==> config.mk <==
export PLATFORM = sky130hd
export DESIGN_NAME = param_synch_counter
export DESIGN_NICKNAME = d
export VERILOG_FILES = /design/src/rtl/param_synch_counter.sv
export SDC_FILE = /design/constraint.sdc
export NUM_CORES = 1
export LEC_CHECK = 0
export ABC_AREA = 1
export BUFFER_PORTS_ARGS = -buffer_cell sky130_fd_sc_hd__buf_4
export CAP_MARGIN = 20
export CELL_PAD_IN_SITES_DETAIL_PLACEMENT = 1
export CELL_PAD_IN_SITES_GLOBAL_PLACEMENT = 1
export CORE_MARGIN = 5
export CORE_UTILIZATION = 30
export CTS_BUF_LIST = sky130_fd_sc_hd__clkbuf_16
export DETAILED_ROUTE_END_ITERATION = 10
export PLACE_DENSITY = 0.76
export SYNTH_ARGS = -nofsm -noshare
export SYNTH_HDL_FRONTEND = slang
export SYNTH_SLANG_ARGS = --single-unit
==> constraint.sdc <==
create_clock -name clk -period 1.45 [get_ports clk]
set_input_delay 0.0725 -clock clk [delete_from_list [all_inputs] [get_ports clk]]
set_output_delay 0.0725 -clock clk [all_outputs]
set_load 0.05 [all_outputs]
==> src/rtl/param_synch_counter.sv <==
// Purpose : modulo-MODULUS up/down counter with sync clear, saturating parallel load,
//           combinational terminal count for cascading and a registered wrap pulse.
// Latency : q and wrap update one clk edge after the request; tc is combinational.
// Backpressure: none; count is a plain enable and the counter never stalls a producer.
//
// Ports:
//   clk   - clock; all state updates on its rising edge
//   clear - asynchronous active-low reset (q, wrap and prescaler to 0)
//   count - count enable
//   up    - direction, 1 = increment, 0 = decrement
//   sclr  - synchronous clear, highest priority
//   load  - synchronous parallel load of din (saturated to MODULUS-1)
//   din   - parallel load value
//   q     - registered count value
//   tc    - terminal count: high when this cycle performs a wrapping advance
//   wrap  - one-cycle pulse after an edge that performed a wrapping advance
//
// Optional feature: define PARAM_SYNCH_COUNTER_PRESCALE_EN to compile in a
// modulo-PRESCALE prescaler that gates advances; otherwise PRESCALE is ignored.
module param_synch_counter #(
   parameter int WIDTH    = 4,
   parameter int MODULUS  = 16,
   parameter int PRESCALE = 4
) (
   input  logic             clk,
   input  logic             clear,
   input  logic             count,
   input  logic             up,
   input  logic             sclr,
   input  logic             load,
   input  logic [WIDTH-1:0] din,
   output logic [WIDTH-1:0] q,
   output logic             tc,
   output logic             wrap
);

   // Elaboration-time guard on the legal parameter ranges.
   if (WIDTH < 2 || WIDTH > 16 || MODULUS < 2 || MODULUS > (1 << WIDTH) ||
       PRESCALE < 2 || PRESCALE > 256) begin : g_bad_cfg
      $error("param_synch_counter: illegal WIDTH/MODULUS/PRESCALE");
   end

   localparam logic [WIDTH-1:0] MAX_CNT = WIDTH'(MODULUS - 1);

   logic [WIDTH-1:0] count_q, count_d;
   logic             wrap_q;
   logic [WIDTH-1:0] din_sat;
   logic             tick;
   logic             adv;
   logic             at_max;
   logic             at_min;

`ifdef PARAM_SYNCH_COUNTER_PRESCALE_EN
   // 8 bits covers PRESCALE-1 up to 255.
   logic [7:0] pre_q, pre_d;

   assign tick = (pre_q == 8'(PRESCALE - 1));

   always_comb begin
      pre_d = pre_q;
      if (sclr || load) begin
         pre_d = '0;
      end else if (count) begin
         pre_d = tick ? 8'd0 : pre_q + 8'd1;
      end
   end

   always_ff @(posedge clk or negedge clear) begin
      if (!clear) begin
         pre_q <= '0;
      end else begin
         pre_q <= pre_d;
      end
   end
`else
   assign tick = 1'b1;
`endif

   // Compare one bit wider so MODULUS == 2**WIDTH is representable.
   assign din_sat = ({1'b0, din} >= (WIDTH + 1)'(MODULUS)) ? MAX_CNT : din;

   assign adv    = count && !sclr && !load && tick;
   assign at_max = (count_q == MAX_CNT);
   assign at_min = (count_q == '0);

   // tc only flags a wrap that will really happen this cycle, so it is
   // suppressed by sclr/load, by count=0 and by an unexpired prescaler.
   assign tc = adv && (up ? at_max : at_min);

   always_comb begin
      count_d = count_q;
      if (sclr) begin
         count_d = '0;
      end else if (load) begin
         count_d = din_sat;
      end else if (adv) begin
         if (up) begin
            count_d = at_max ? '0 : count_q + 1'b1;
         end else begin
            count_d = at_min ? MAX_CNT : count_q - 1'b1;
         end
      end
   end

   always_ff @(posedge clk or negedge clear) begin
      if (!clear) begin
         count_q <= '0;
         wrap_q  <= 1'b0;
      end else begin
         count_q <= count_d;
         wrap_q  <= tc;
      end
   end

   assign q    = count_q;
   assign wrap = wrap_q;

endmodule

==> results of run 1 <==
## worst paths after layout
| check | start | to | slack [ns] | cells after the start |
|---|---|---|---|---|
| setup / recovery | q[1]$_DFFE_PN0P_ | tc | -0.02 | 5 |
| hold / removal | load | q[2]$_DFFE_PN0P_ | 0.18 | 4 |
| setup reg to reg | q[1]$_DFFE_PN0P_ | q[3]$_DFFE_PN0P_ | 0.12 | 9 |
| hold reg to reg | q[0]$_DFFE_PN0P_ | q[0]$_DFFE_PN0P_ | 0.65 | 2 |
| max in group asynchronous | clear | q[3]$_DFFE_PN0P_ | 1.13 | 2 |
| min in group asynchronous | clear | q[1]$_DFFE_PN0P_ | 0.19 | 2 |
## logic make-up (layout without fill, tap and decap cells)
group                    count (synthesis)  in the layout  synth area share (%)
AND/OR/NAND/NOR                         31             31                  35.2
buffers and inverters                   11             36                  11.5
AO/OA/AOI/OAI                           12             12                  17.8
flip-flops                               5              5                  29.6
adder cells (fa/ha/maj)                  2              2                  5.92
## state kept, by name, indices dropped and copies added, names as in the netlist
signal  count
q           4
wrap        1
## cell type report
type                    instances  area [µm²]  area share [%]
clock buffers                   3        75.1            10.1
clock inverters                 1        3.75           0.504
inverters                      10        42.5            5.71
multi-input cells              45         300            40.3
flip-flops and latches          5         133            17.8
well taps                      15        18.8            2.52
repair buffers                 22         171            23.0
## timing repair
action	4_1_cts	5_1_grt
pin swaps	2	2
gates resized for setup	3	2
setup endpoints to repair	1	1
endpoints found under the hold margin	5	0
hold buffers	1	0
setup buffers	3	3
## per-layer routing
metal / up-vias / track usage, % / share of wire, %
met3: 5 / 4.14 / 5.3
met4: 0 / 8.06 / 2.1
met1: 238 / 16.0 / 38
met2: 16 / 28.6 / 55
met5: - / 0 / 0
li1: 252 / - / -
## worst max-delay path, delay by kind of cell (launching register included)
| kind | cells | cell delay [ns] |
|---|---|---|
| adder cells (fa/ha/maj) | 1 | 0.15 |
| flip-flops | 1 | 0.50 |
| AO/OA/AOI/OAI | 1 | 0.17 |
| buffers and inverters | 2 | 0.25 |
| AND/OR/NAND/NOR | 1 | 0.09 |
## report_power, final
group	internal [mW]	switching (mW)	total [mW]
combinational	0.103	0.143	0.246
clock	0.357	0.0935	0.451
sequential	0.156	0.0289	0.185
total	0.616	0.265	0.882
## synth_stat cells
library cell,number,area [µm²]
nand2_1,14,52.6
nand3_1,10,50.1
inv_1,9,33.8
dfrtp_1,5,125
a21oi_1,4,20.0
o21ai_1,4,20.0
ha_1,2,25.0
nand4_1,2,12.5
nor2_1,2,7.51
o21ai_2,2,17.5
buf_6,1,11.3
inv_2,1,3.75
nand2_2,1,6.26
nor2_4,1,11.3
o21ai_0,1,5.00
o22ai_2,1,12.5
or2_4,1,8.76
==> flow_summary_export.csv, run 1 <==
group,metric,value,unit
sta,fin_crit_sh,102,%
critical_path,cpMaxStageDelayCell,"dfrtp_4",
sta,setup_ws,-0.0237,ns
floorplanning,dieArea,2260,µm²
yosys,syn_inst,61,
global_routing,grt_usage,15.6,%
clock_tree,htreeDepth,1,
yosys,synth_cell_type_count,17,
place,placed_area,592,µm²
layout,final_area,744,µm²
layout,fillerInstances,162,
sta,rsz0062_at_grt,"yes",
drt,drt_iter0_drc,3,
floorplanning,start_util,32.1,%
sta,worstMarginPinSlew,0.299,ns
sta,hold_viol_final,0,
critical_path,crit_fanout,3,
critical_path,cp_cell_sequence,"inv_4, ha_4, nand3_4, a21oi_4, buf_6",
clock_tree,numClockSinks,5,
floorplanning,row_count,13,
clock_tree,clkTransAtPathRegs,0.03,ns
place,portBuffers,15,
layout,layout.cells.most_common,"buf_4",
outcome,outcome,"finished with violations",
place,dp_hpwl,961,µm
clock_tree,cts_root_buf,"clkbuf_16",
clock_tree,cts_tree,"done",
global_routing,grt_pass1_wl,2350,µm
layout,fin_cells,101,
critical_path,cp-start-kind,"register",
sta,finalSetupViolCount,1,
yosys,ys_seq_elements,5,
power_and_ir_drop,p_leak,0.363,nW
place,gp_congestion,0.684,
sta,fmax,0.679,GHz
global_routing,antenna_found_initial,0,
clock_tree,clock_latency,0.23,ns
drt,vias,511,
yosys,ys_seq_area_share,29.6,%
clock_tree,cts-buffers-inserted,3,
sta,tns,-0.0237,ns
sta,finalClockSkew,0.00289,ns
sta,min_period,1.47,ns
min_path,hp-class,"input port to register",
yosys,syn_avg_cell_area,6.93,µm²
global_routing,grt_max_degree,11,
sta,slew_headroom,80.0,%
floorplanning,pin_count,16,
floorplanning,die_x,47.5,µm
yosys,synth.net_count,73,
yosys,synth_warnings,0,
yosys,syn_area,423,µm²
layout,utilization,56.5,%
place,pre_cts_slack,0.138,ns
job,cap_violations,0,
outcome,violations,"negative setup slack",
drt,wirelength,1490,µm
critical_path,arrival,1.40,ns
drt,ant_nets,0,
drt,drc,0,
critical_path,path_class,"register to primary output",
drt,post_drt_wl_per_cell,14.8,µm
layout,final_cell_mix,"buf_4 (20), nand2_1 (14), nand3_1 (9)",
power_and_ir_drop,ir_drop,0.763,mV
power_and_ir_drop,p_total,882,µW
drt,drt_first_pass_iters,2,
critical_path,slowest_delay,0.50,ns
global_routing,overflow,0,
clock_tree,clk_path_buf_depth,2,
floorplanning,fp.dieH,47.5,µm
layout,area_delta_synth_final,76.0,%
sta,maxSlewViolCount,0,
layout,nets,99,
place,place_inst,90,
drt,viasPerCell,5.06,
layout,diodes,0,
critical_path,crit_path_end_kind,"primary output",
sta,hold_ws,0.182,ns
global_routing,grt_pass1_vias,546,
layout,drive_gt1_share,48.8,%
power_and_ir_drop,power.density,1180,nW/µm²
critical_path,critPathRequiredTime,1.38,ns
floorplanning,fp.coreArea,1320,µm²
(Power assumes the default switching activity.)
==> run 2: changes to the inputs <==
==> config.mk (replaced) <==
export PLATFORM = sky130hd
export DESIGN_NAME = param_synch_counter
export DESIGN_NICKNAME = d
export VERILOG_FILES = /design/src/rtl/param_synch_counter.sv
export SDC_FILE = /design/constraint.sdc
export NUM_CORES = 1
export LEC_CHECK = 0
export ABC_AREA = 0
export BUFFER_PORTS_ARGS = -buffer_cell sky130_fd_sc_hd__buf_4
export CAP_MARGIN = 20
export CELL_PAD_IN_SITES_DETAIL_PLACEMENT = 1
export CELL_PAD_IN_SITES_GLOBAL_PLACEMENT = 1
export CORE_AREA = 5 5 42 44
export CTS_BUF_LIST = sky130_fd_sc_hd__clkbuf_16
export DETAILED_ROUTE_END_ITERATION = 10
export DIE_AREA = 0 0 47 49
export PLACE_DENSITY = 0.75
export SYNTH_ARGS = -nofsm -noshare
export SYNTH_HDL_FRONTEND = slang
export SYNTH_SLANG_ARGS = --single-unit
==> run 2 against run 1 <==
Net effect:
- the run still ends with negative setup slack left
- wire length rose by 20%
- synthesized cell count fell by 25%
- cell area rose by 14%
- clock skew is 0.0018 ns lower
- critical path depth is the same
- sequential share of layout area is 2.4 points lower
- largest cell class unchanged
==> flow_summary_export.csv, run 2 <==
group,metric,value,unit
yosys,synth_top_area_cell,"dfrtp_1",
drt,drc,0,
drt,post_drt_wl_per_cell,19.1,µm
drt,vias,507,
sta,fmax,0.513,GHz
job,cap_violations,0,
yosys,synth_cell_type_count,26,
yosys,synth_ff_type,"dfrtp_1",
sta,worstMarginPinSlew,0.296,ns
floorplanning,pin_count,16,
sta,min_period,1.95,ns
place,dp_hpwl,1100,µm
yosys,async_flop_share,100,%
yosys,ys_top_cells_by_count,"inv_1 (7), a21oi_1 (5), dfrtp_1 (5)",
yosys,synth_top_cell_area_share,30.8,%
drt,ant_nets,0,
layout,drive_gt1_share,65.4,%
yosys,synth_edf_count,0,
drt,wirelength,1800,µm
global_routing,grt_pass1_wl,2890,µm
power_and_ir_drop,combPwrFrac,32.4,%
power_and_ir_drop,power.density,1050,nW/µm²
sta,setup_ws,-0.501,ns
power_and_ir_drop,ir_drop,0.765,mV
global_routing,grt_pass1_vias,552,
critical_path,critPathBufInv,2,
outcome,violations,"negative setup slack",
floorplanning,die_x,47,µm
drt,drt_first_pass_iters,4,
power_and_ir_drop,intPower,642,µW
yosys,ys_seq_elements,5,
min_path,hp-class,"input port to register",
sta,rsz0062_at_grt,"yes",
floorplanning,fp.dieH,49,µm
layout,final_cell_mix,"buf_4 (24), inv_1 (6), buf_6 (4), dfrtp_2 (4)",
yosys,syn_area,407,µm²
place,pre_cts_slack,-0.337,ns
clock_tree,cts-buffers-inserted,3,
power_and_ir_drop,p_leak,0.377,nW
clock_tree,htreeDepth,1,
clock_tree,cts_root_buf,"clkbuf_16",
floorplanning,fp.coreArea,1400,µm²
yosys,syn_avg_cell_area,8.84,µm²
clock_tree,clk_path_buf_depth,2,
floorplanning,dieArea,2300,µm²
drt,viasPerCell,5.39,
sta,hold_viol_final,0,
yosys,ys_top_cells_by_area,"dfrtp_1 (31%), inv_1 (6.5%), a21oi_1 (6.2%), ha_1 (6.2%), mux2i_1 (4.9%)",
yosys,synth.net_count,58,
critical_path,cp-start-kind,"register",
critical_path,cp_cell_sequence,"inv_2, ha_4, or4b_4, a2111oi_4, buf_6",
power_and_ir_drop,clkPwrFrac,49.5,%
layout,layout.cells.most_common,"buf_4",
critical_path,crit_path_end_kind,"primary output",
global_routing,grt_max_degree,11,
critical_path,crit_path_start,"q[0]$_DFFE_PN0P_",
place,gp_congestion,0.751,
sta,slew_headroom,80.1,%
floorplanning,row_count,14,
global_routing,antenna_found_initial,0,
critical_path,cpMaxStageDelayCell,"or4b_4",
clock_tree,clkTransAtPathRegs,0.03,ns
critical_path,arrival,1.88,ns
layout,fillerInstances,152,
critical_path,slowest_delay,0.49,ns
layout,nets,91,
layout,diodes,0,
min_path,hp-start,"sclr",
sta,fin_crit_sh,135,%
critical_path,path_class,"register to primary output",
layout,largest_reg_flops,4,
sta,hold_ws,0.0545,ns
layout,multi_input_area,340,µm²
global_routing,grt_usage,17.6,%
drt,drt_iter0_drc,15,
critical_path,critPathRequiredTime,1.38,ns
sta,finalClockSkew,0.00106,ns
clock_tree,cts_tree,"done",
layout,seqCellArea,130,µm²
global_routing,overflow,0,
critical_path,crit_fanout,2,
yosys,post-synth-top-count-cell,"inv_1",
sta,maxSlewViolCount,0,
sta,tns,-1.39,ns
outcome,outcome,"finished with violations",
power_and_ir_drop,p_total,886,µW
yosys,syn_inst,46,
sta,finalSetupViolCount,5,
yosys,ys_seq_area_share,30.8,%
critical_path,crit_family,"simple AND/OR/NAND/NOR gates",
critical_path,reg2reg_from,"q[0]$_DFFE_PN0P_",
layout,area_delta_synth_final,108,%
clock_tree,clock_latency,0.22,ns
place,portBuffers,15,
power_and_ir_drop,switching_power,245,µW
power_and_ir_drop,seq_power_share,18.1,%
floorplanning,start_util,29.0,%
power_and_ir_drop,sw_frac_of_total,27.6,%
yosys,synth_warnings,0,
clock_tree,numClockSinks,5,
run 2: cell count changes after synthesis, sizes merged, moves of 2 or more:
| cell | delta |
|---|---|
| mux2i | +2 |
| nand2 | -13 |
| a2111oi | +2 |
| xnor2 | +2 |
| o21ai | -6 |
| inv | -3 |
| nand3 | -10 |
run 2: layer usage:
| layer | vias to the layer above | share of wire (%) | GRT usage (%) |
|---|---|---|---|
| li1 | 231 | - | - |
| met1 | 254 | 42 | 21.2 |
| met2 | 20 | 53 | 29.6 |
| met3 | 2 | 4.0 | 2.58 |
| met4 | 0 | 1.1 | 6.91 |
| met5 | - | 0 | 0 |
run 2: path summary, 6_finish.rpt:
kind / endpoint / slack [ns] / cells past startpoint
worst min register to register: wrap$_DFF_PN0_ / 0.75 / 3
max in group asynchronous: q[1]$_DFFE_PN0P_ / 1.14 / 2
worst max register to register: q[0]$_DFFE_PN0P_ / -0.48 / 8
min in group asynchronous: q[3]$_DFFE_PN0P_ / 0.19 / 2
worst max-delay path: tc / -0.50 / 5
worst min-delay path: q[0]$_DFFE_PN0P_ / 0.05 / 2
run 2: final cells by class:
class                   count  area share, %
inverters                   7           3.11
multi-input cells          32           40.2
well taps                  16           2.37
repair buffers             30           29.6
clock inverters             1          0.444
flip-flops and latches      5           15.4
clock buffers               3           8.88
run 2: cells by family (layout without fill, tap and decap cells):
kind of cell               count (synthesis)  in the layout  synth area share (%)
xor gates and xnor gates                   2              2                  4.31
buffers and inverters                      9             41                  9.54
AOI/OAI and AO/OA                         14             14                  25.8
DFF                                        5              5                  30.8
and+or+nand+nor                           12             12                  18.5
muxes                                      2              2                  4.92
adders and majority gates                  2              2                  6.15
run 2: timing repair:
item	in CTS	in global routing
hold buffers	1	0
hold endpoints to repair	5	0
pin swaps	6	5
resized for setup	10	9
setup buffers	4	7
setup endpoints to repair	5	6
run 2: metrics by stage:
stage,instance area (µm²),util (%),instances
finish,846,60.4,94
global route,846,60.4,94
CTS,757,54.0,89
detailed placement,594,42.4,80
global placement,594,42.4,80
floorplan,437,-,46
run 2: power by group through the flow:
stage | Combinational (mW) | Clock (mW) | Sequential (mW)
finish | 0.287 | 0.439 | 0.160
global route | 0.306 | 0.454 | 0.161
CTS | 0.243 | 0.444 | 0.159
detailed placement | 0.205 | 0 | 0.160
global placement | 0.199 | 0 | 0.159
floorplan | 0.0811 | 0 | 0.204
==> run 3: changes to the inputs <==
--- a/config.mk
+++ b/config.mk
@@ -14,7 +14,9 @@
 export CTS_BUF_LIST = sky130_fd_sc_hd__clkbuf_16
 export DETAILED_ROUTE_END_ITERATION = 10
 export DIE_AREA = 0 0 47 49
+export MAX_ROUTING_LAYER = met4
 export PLACE_DENSITY = 0.75
+export RECOVER_POWER = 100
 export SYNTH_ARGS = -nofsm -noshare
 export SYNTH_HDL_FRONTEND = slang
 export SYNTH_SLANG_ARGS = --single-unit
==> run 3 against run 2 <==
Net effect:
- the run still ends with negative setup slack left
- utilization decreased by 1.3 points
- via count decreased by 2.4%
- total power decreased by 0.97%
- cell area decreased by 2.2%
- hold slack about the same
- clock power about the same
- register-to-register slack about the same
- cell count unchanged
- wire length decreased by 0.28%
- critical endpoint unchanged
- fmax about the same
==> flow_summary_export.csv, run 3 (synthesis results as in run 2) <==
group,metric,value,unit
outcome,outcome,"finished with violations",
outcome,violations,"negative setup slack",
critical_path,critPathBufInv,2,
drt,vias,495,
place,pre_cts_slack,-0.337,ns
drt,post_drt_wl_per_cell,19.0,µm
global_routing,overflow,0,
floorplanning,pin_count,16,
critical_path,cpMaxStageDelayCell,"or4b_4",
floorplanning,fp.dieH,49,µm
clock_tree,cts_tree,"done",
global_routing,grt_usage,18.0,%
power_and_ir_drop,intPower,634,µW
power_and_ir_drop,sw_frac_of_total,27.8,%
critical_path,critPathRequiredTime,1.38,ns
power_and_ir_drop,switching_power,244,µW
power_and_ir_drop,clkPwrFrac,50.0,%
global_routing,antenna_found_initial,0,
place,portBuffers,15,
layout,largest_reg_flops,4,
sta,fin_crit_sh,135,%
sta,tns,-1.39,ns
sta,hold_viol_final,0,
critical_path,cp_cell_sequence,"inv_2, ha_4, or4b_4, a2111oi_4, buf_6",
critical_path,crit_family,"simple AND/OR/NAND/NOR gates",
power_and_ir_drop,p_leak,0.363,nW
clock_tree,cts_root_buf,"clkbuf_16",
drt,drt_first_pass_iters,4,
sta,hold_ws,0.0545,ns
critical_path,crit_fanout,2,
global_routing,grt_max_degree,11,
critical_path,cp-start-kind,"register",
critical_path,slowest_delay,0.49,ns
place,dp_hpwl,1100,µm
min_path,hp-class,"input port to register",
clock_tree,htreeDepth,1,
layout,fillerInstances,155,
global_routing,grt.busiest_layer,"met2",
layout,layout.cells.most_common,"buf_4",
clock_tree,clkTransAtPathRegs,0.03,ns
global_routing,grt_pass1_wl,2890,µm
floorplanning,fp.coreArea,1400,µm²
drt,ant_nets,0,
floorplanning,dieArea,2300,µm²
power_and_ir_drop,seq_power_share,18.2,%
job,cap_violations,0,
critical_path,crit_path_end_kind,"primary output",
clock_tree,clock_latency,0.22,ns
floorplanning,die_x,47,µm
sta,min_period,1.95,ns
floorplanning,start_util,29.0,%
clock_tree,numClockSinks,5,
global_routing,grt_pass1_vias,553,
sta,maxSlewViolCount,0,
drt,drt_iter0_drc,22,
sta,slew_headroom,60.0,%
layout,seqCellArea,130,µm²
sta,finalClockSkew,0.000983,ns
sta,fmax,0.512,GHz
sta,setup_ws,-0.503,ns
floorplanning,row_count,14,
sta,worstMarginPinSlew,0.603,ns
critical_path,arrival,1.88,ns
global_routing,grtUsageMet1,21.2,%
layout,diodes,0,
layout,area_delta_synth_final,103,%
layout,drive_gt1_share,61.5,%
power_and_ir_drop,combPwrFrac,31.8,%
layout,final_cell_mix,"buf_4 (18), inv_1 (6), buf_6 (4), dfrtp_2 (4)",
global_routing,grtUsageMet2,29.6,%
drt,wirelength,1790,µm
drt,viasPerCell,5.27,
sta,finalSetupViolCount,5,
global_routing,grt_use_met3,2.58,%
layout,nets,91,
drt,drc,0,
sta,rsz0062_at_grt,"yes",
power_and_ir_drop,ir_drop,0.764,mV
clock_tree,clk_path_buf_depth,2,
power_and_ir_drop,power.density,1060,nW/µm²
layout,multi_input_area,340,µm²
place,gp_congestion,0.761,
clock_tree,cts-buffers-inserted,3,
critical_path,path_class,"register to primary output",
[run 3: cell types whose count changed in the layout (fill, tap and decap cells not counted)]
cell,previous run,this run
clkbuf_2,0,3
clkbuf_1,0,3
buf_4,24,18
[run 3: area by class of cell]
type                       instances  area share (%)
timing repair buffer              30            28.0
tap                               16            2.42
multi-input combinational         32            41.1
sequential                         5            15.7
clock buffer                       3            9.08
inverter                           7            3.18
clock inverter                     1           0.454
[run 3: repair_timing]
item	4_1_cts	5_1_grt
hold buffers	1	0
endpoints found under the hold margin	5	0
endpoints found under the setup margin	5	6
gates resized for setup	10	9
pin swaps	6	5
buffers inserted	4	7
[run 3: metrics by stage]
stage | utilization [%] | instance area, µm² | power, mW | std cells
6_report | 59.0 | 827 | 0.878 | 94
5_1_grt | 59.0 | 827 | 0.912 | 94
3_3_place_gp | 42.4 | 594 | 0.357 | 80
4_1_cts | 54.0 | 757 | 0.847 | 89
2_1_floorplan | - | 437 | 0.285 | 46
3_5_place_dp | 42.4 | 594 | 0.365 | 80
[run 3: power groups by stage]
stage	Clock [mW]	Combinational [mW]	Sequential (mW)
final	0.439	0.279	0.160
after CTS	0.444	0.243	0.159
after global placement	0	0.199	0.159
after global routing	0.454	0.298	0.161
after floorplan	0	0.0811	0.204
after detailed placement	0	0.205	0.160
[run 3: path summary, 6_finish.rpt]
check | slack [ns] | startpoint | cells past startpoint | end
setup reg to reg | -0.48 | q[0]$_DFFE_PN0P_ | 8 | q[0]$_DFFE_PN0P_
setup / recovery | -0.50 | q[0]$_DFFE_PN0P_ | 5 | tc
max in group asynchronous | 0.98 | clear | 2 | q[1]$_DFFE_PN0P_
hold reg to reg | 0.75 | q[2]$_DFFE_PN0P_ | 3 | wrap$_DFF_PN0_
hold / removal | 0.05 | sclr | 2 | q[0]$_DFFE_PN0P_
min in group asynchronous | 0.24 | clear | 2 | q[3]$_DFFE_PN0P_
[run 3: worst register-to-register path, delay by kind of cell, from the launching register on]
family | cells | cell delay (ns)
simple gates | 2 | 0.60
fa+ha+maj | 1 | 0.13
compound gates | 2 | 0.37
buf+inv | 3 | 0.35
flops | 1 | 0.41
[run 3: metal layers]
layer	vias up	wire, µm	part of all wire [%]
met5	-	0	0
met4	0	0	0
met3	0	80	4.5
met2	19	974	54
met1	245	735	41
li1	231	-	-
